**config.mk**
```make
export PLATFORM = sky130hd
export DESIGN_NAME = wb_regfile
export DESIGN_NICKNAME = d
export VERILOG_FILES = /design/src/rtl/mips_pkg.sv /design/src/rtl/regfile_core.sv /design/src/rtl/wb_regfile.sv
export SDC_FILE = /design/constraint.sdc
export NUM_CORES = 2
export LEC_CHECK = 0
export BUFFER_PORTS_ARGS = -buffer_cell sky130_fd_sc_hd__buf_2
export CAP_MARGIN = 10
export CELL_PAD_IN_SITES_DETAIL_PLACEMENT = 2
export CELL_PAD_IN_SITES_GLOBAL_PLACEMENT = 2
export CORE_MARGIN = 5
export CORE_UTILIZATION = 38
export DETAILED_ROUTE_END_ITERATION = 7
export PLACE_DENSITY_LB_ADDON = 0.12
export SLEW_MARGIN = 20
export SYNTH_ARGS = -nofsm -noshare
export SYNTH_HDL_FRONTEND = slang
export SYNTH_SLANG_ARGS = --single-unit
```
**constraint.sdc**
```tcl
create_clock -name clock -period 30.9 [get_ports clock]
set_input_delay 1.545 -clock clock [delete_from_list [all_inputs] [get_ports clock]]
set_output_delay 1.545 -clock clock [all_outputs]
set_load 0.01 [all_outputs]
```
**src/rtl/mips_pkg.sv**
```systemverilog
// Shared constants for the 5-stage MIPS pipeline datapath.
package mips_pkg;

  localparam int DATA_W   = 32;
  localparam int ADDR_W   = 5;
  localparam int NUM_REGS = 32;

  localparam logic [4:0] REG_ZERO = 5'd0;

endpackage : mips_pkg

```
**src/rtl/regfile_core.sv**
```systemverilog
// Architectural register storage: one write port, two raw read ports.
// r0 is never written and always reads as zero.
module regfile_core
  import mips_pkg::*;
#(
  parameter int DATA_W = mips_pkg::DATA_W,
  parameter int ADDR_W = mips_pkg::ADDR_W
) (
  input  logic              clock,
  input  logic              reset,
  input  logic              we,
  input  logic [ADDR_W-1:0] waddr,
  input  logic [DATA_W-1:0] wdata,
  input  logic [ADDR_W-1:0] raddr_a,
  input  logic [ADDR_W-1:0] raddr_b,
  output logic [DATA_W-1:0] rdata_a,
  output logic [DATA_W-1:0] rdata_b
);

  localparam int DEPTH = 2 ** ADDR_W;
  localparam logic [ADDR_W-1:0] ZERO_IDX = ADDR_W'(REG_ZERO);

  logic [DATA_W-1:0] regs [DEPTH];

  // Storage update: async clear, writes to r0 dropped.
  always_ff @(posedge clock or posedge reset) begin
    if (reset) begin
      for (int i = 0; i < DEPTH; i++) begin
        regs[i] <= '0;
      end
    end else if (we && (waddr != ZERO_IDX)) begin
      regs[waddr] <= wdata;
    end
  end

  // Raw read ports; r0 forced to zero regardless of storage contents.
  always_comb begin
    rdata_a = (raddr_a == ZERO_IDX) ? '0 : regs[raddr_a];
    rdata_b = (raddr_b == ZERO_IDX) ? '0 : regs[raddr_b];
  end

endmodule : regfile_core

```
**src/rtl/wb_regfile.sv**
```systemverilog
// Writeback stage: selects ALU/load value, commits it to the register file,
// bypasses it to the decode read ports in the same cycle, counts commits.
module wb_regfile
  import mips_pkg::*;
#(
  parameter int DATA_W = mips_pkg::DATA_W,
  parameter int ADDR_W = mips_pkg::ADDR_W
) (
  input  logic              clock,
  input  logic              reset,
  input  logic              wwreg,
  input  logic              wm2reg,
  input  logic [ADDR_W-1:0] wdestReg,
  input  logic [DATA_W-1:0] wr,
  input  logic [DATA_W-1:0] wdo,
  input  logic [ADDR_W-1:0] rs,
  input  logic [ADDR_W-1:0] rt,
  output logic [DATA_W-1:0] qa,
  output logic [DATA_W-1:0] qb,
  output logic [DATA_W-1:0] wdata,
  output logic [31:0]       commit_count
);

  localparam logic [ADDR_W-1:0] ZERO_IDX = ADDR_W'(REG_ZERO);

  logic              wr_eff;
  logic [DATA_W-1:0] raw_a;
  logic [DATA_W-1:0] raw_b;
  logic [31:0]       count_q;

  // Writeback mux and effective-write qualifier. A write seen while reset is
  // high never lands, so it must not be bypassed either.
  always_comb begin
    wdata  = wm2reg ? wdo : wr;
    wr_eff = wwreg && (wdestReg != ZERO_IDX) && !reset;
  end

  regfile_core #(
    .DATA_W (DATA_W),
    .ADDR_W (ADDR_W)
  ) u_core (
    .clock   (clock),
    .reset   (reset),
    .we      (wr_eff),
    .waddr   (wdestReg),
    .wdata   (wdata),
    .raddr_a (rs),
    .raddr_b (rt),
    .rdata_a (raw_a),
    .rdata_b (raw_b)
  );

  // Read ports with same-cycle write bypass (write-first-half behaviour).
  always_comb begin
    qa = raw_a;
    qb = raw_b;
    if (wr_eff && (rs == wdestReg) && (rs != ZERO_IDX)) begin
      qa = wdata;
    end
    if (wr_eff && (rt == wdestReg) && (rt != ZERO_IDX)) begin
      qb = wdata;
    end
  end

  // Committed-write counter; wraps silently.
  always_ff @(posedge clock or posedge reset) begin
    if (reset) begin
      count_q <= '0;
    end else if (wr_eff) begin
      count_q <= count_q + 32'd1;
    end
  end

  assign commit_count = count_q;

endmodule : wb_regfile

```
==> results.sh <==
export IMPL_overflow=0
export IMPL_final_core_util=0.433
export IMPL_clk_path_buf_depth=3
export IMPL_period_share=0.237
export IMPL_tightest_slew_ps=1180
export IMPL_synth_area_top_cells="dfrtp_1 (48%), mux4_2 (16%), mux2i_1 (5.7%)"
export IMPL_grt_max_degree=172
export IMPL_status="finished clean"
export IMPL_relSlewSlack=0.211
export IMPL_htree_levels=4
export IMPL_cts_sinks=1056
export IMPL_die_height_um=391
export IMPL_synth_nets=5232
export IMPL_die_area_mm2=0.153
export IMPL_avgViaCountPerCell=6.40
export IMPL_async_flop_share=1.00
export IMPL_crit_type="primary input to primary output"
export IMPL_first_iter_violations=3481
export IMPL_critPathSlowestCell="buf_4"
export IMPL_fin_area_mm2=0.0623
export IMPL_ant_nets=0
export IMPL_critPathMaxFanout=56
export IMPL_cts_repair_resized=0
export IMPL_slew_violations=0
export IMPL_clock_fmax_mhz=136
export IMPL_route_detailed_drc=0
export IMPL_antennaDiodeCount=0
export IMPL_cts_tree="built"
export IMPL_cp_end_kind="primary output"
export IMPL_place_hpwl_um=145000
export IMPL_max_stage_delay_ps=750
export IMPL_crit_arrival_ps=5780
export IMPL_cts_buffers=133
export IMPL_netlist_area_mm2=0.0551
export IMPL_grtUsageTotal=0.318
export IMPL_nets=5170
export IMPL_wire_per_inst_um=34.2
export IMPL_placed_cell_area_mm2=0.0577
export IMPL_dp_cells=6853
export IMPL_finClkSkew_ps=7.53
export IMPL_peakVddDrop_mv=0.0510
export IMPL_final_cells=7092
export IMPL_post_place_ws_ps=23530
export IMPL_grt_pass1_vias=49500
export IMPL_rsz0062_at_grt="no"
export IMPL_fin_tns_setup_ps=0
export IMPL_drt_wl_total_um=243000
export IMPL_drv_cap=0
export IMPL_via_count=45400
export IMPL_ios=211
export IMPL_synth_top_area_share=0.480
export IMPL_syn_to_final_growth_pct=13.1
export IMPL_antenna_found_initial=21
export IMPL_cpMostUsedCell="buf_4"
export IMPL_grt_pass1_wl_um=355000
export IMPL_synth_largest_area_cell="dfrtp_1"
export IMPL_hold_ws_ps=393
export IMPL_clock_latency_ps=760
export IMPL_min_period_ps=7330
export IMPL_start_kind="primary input"
export IMPL_synth_seq_area_share=0.480
export IMPL_fin_ws_ps=23570
export IMPL_core_mm2=0.144
export IMPL_drive_gt1_frac=0.200
export IMPL_critPathRequiredTime_ps=29360
export IMPL_io_buffer_count=210
export IMPL_synthFlopType="dfrtp_1"
export IMPL_power_density_mw_per_mm2=67.4
export IMPL_hold_class="flop to flop"
export IMPL_ys_ff_latch=1056
export IMPL_cellLeakagePower_nw=27.2
export IMPL_netlist_cell_type_count=60
export IMPL_synth_warning_count=0
export IMPL_postCtsSetupBuffers=0
export IMPL_crit_chain="buf_8 > buf_4 > buf_4 > buf_4 > mux4_2 > mux2i_1 > a21oi_1 > a221o_1 > buf_2"
export IMPL_clock_root_buffer="clkbuf_16"
export IMPL_routabilityCongestion=0.817
export IMPL_syn_area_per_cell_um2=10.7
export IMPL_clk_pin_slew_worst_paths_ps=50
export IMPL_setup_viol=0
export IMPL_holdBufCountCts=0
export IMPL_p_total_mw=4.20
export IMPL_syn_inst=5148
export IMPL_start_util=0.383
export IMPL_die_x_um=391
export IMPL_rows=139
export IMPL_first_pass_iters=5
export IMPL_synth_edf_count=0
export IMPL_hold_viol=0
[critical path, delay by kind of cell]
family                 cells  cell delay, ps
buffers and inverters      5            2730
muxes                      2             760
AOI/OAI and AO/OA          2             620
[final cells by class]
class | count | area (µm²)
clock buffers | 198 | 4030
repair buffers | 344 | 2210
inverters | 40 | 154
well taps | 1903 | 2380
clock inverters | 40 | 494
fillers | 14700 | 81500
flip-flops and latches | 1056 | 26400
multi-input cells | 3511 | 26600
[cells in the final DEF, fill, tap and decap left out, types with 13 or more instances in the layout]
cell type and n:
a211o_1 16, a211oi_1 29, a21oi_1 474, a221o_1 58, a221oi_1 92, a22oi_1 76
a311oi_1 21, and2_1 14, and3_1 14, buf_2 201, buf_4 129, clkbuf_1 28
clkbuf_16 141, clkbuf_8 29, clkinv_2 23, dfrtp_1 1056, inv_1 35, mux2i_1 281
mux2i_2 22, mux4_2 384, nand2_1 701, nand2b_1 14, nand3_1 30, nor2_1 432
nor3_1 23, o2111ai_1 13, o21ai_0 595, o21ai_1 22, o22ai_1 38, xnor2_1 23
xor2_1 17
[final timing paths]
kind | to | slack, ps | cells past startpoint | from
hold / removal | u_core.regs[1012]$_DFFE_PP0P_ | 390 | 0 | u_core.regs[1012]$_DFFE_PP0P_
setup reg to reg | commit_count[27]$_DFFE_PP0N_ | 28650 | 5 | commit_count[0]$_DFFE_PP0N_
max in group asynchronous | u_core.regs[14]$_DFFE_PP0P_ | 26300 | 6 | reset
min in group asynchronous | u_core.regs[344]$_DFFE_PP0P_ | 960 | 2 | reset
setup / recovery | qa[11] | 23570 | 9 | rs[0]
hold reg to reg | u_core.regs[1012]$_DFFE_PP0P_ | 390 | 0 | u_core.regs[1012]$_DFFE_PP0P_
[registers in the layout, summed over array words and instances (netlist names)]
name	cells
u_core.regs	1024
commit_count	32
[routing by layer]
metal,wire length [µm],up-vias,global-route usage
met4,9100,14,0.111
met2,112000,1683,0.507
met3,17600,464,0.0643
met5,85,-,0
met1,104000,24600,0.434
li1,-,18600,-
[report_power, final]
part / internal, mW / total [mW] / leakage, nW / switching (mW)
registers: 1.60 / 1.78 / 13.8 / 0.183
clock network: 0.992 / 1.63 / 2.24 / 0.641
logic: 0.341 / 0.783 / 11.1 / 0.443
[synth_stat cells, types with 23 or more instances]
| library cell | count |
|---|---|
| nand2_1 | 710 |
| buf_4 | 40 |
| o21ai_0 | 595 |
| a221oi_1 | 92 |
| a221o_1 | 58 |
| nand3_1 | 37 |
| inv_1 | 39 |
| clkbuf_1 | 386 |
| o22ai_1 | 38 |
| a21oi_1 | 474 |
| nor2_1 | 443 |
| buf_2 | 70 |
| o21ai_1 | 24 |
| buf_6 | 23 |
| a22oi_1 | 76 |
| dfrtp_1 | 1056 |
| a211oi_1 | 29 |
| mux4_2 | 384 |
| mux2i_1 | 313 |
| nor3_1 | 23 |
| xnor2_1 | 23 |
[cells by family (layout without fill, tap and decap cells)]
kind of cell | Yosys count | count (layout) | share of synthesized area
and+or+nand+nor | 1315 | 1315 | 0.0976
DFF | 1056 | 1056 | 0.480
xor gates and xnor gates | 41 | 41 | 0.00666
muxes | 698 | 698 | 0.214
AOI/OAI and AO/OA | 1456 | 1456 | 0.155
buffers and inverters | 581 | 622 | 0.0471
adders and majority gates | 1 | 1 | 0.000227
(Power assumes the default switching activity.)
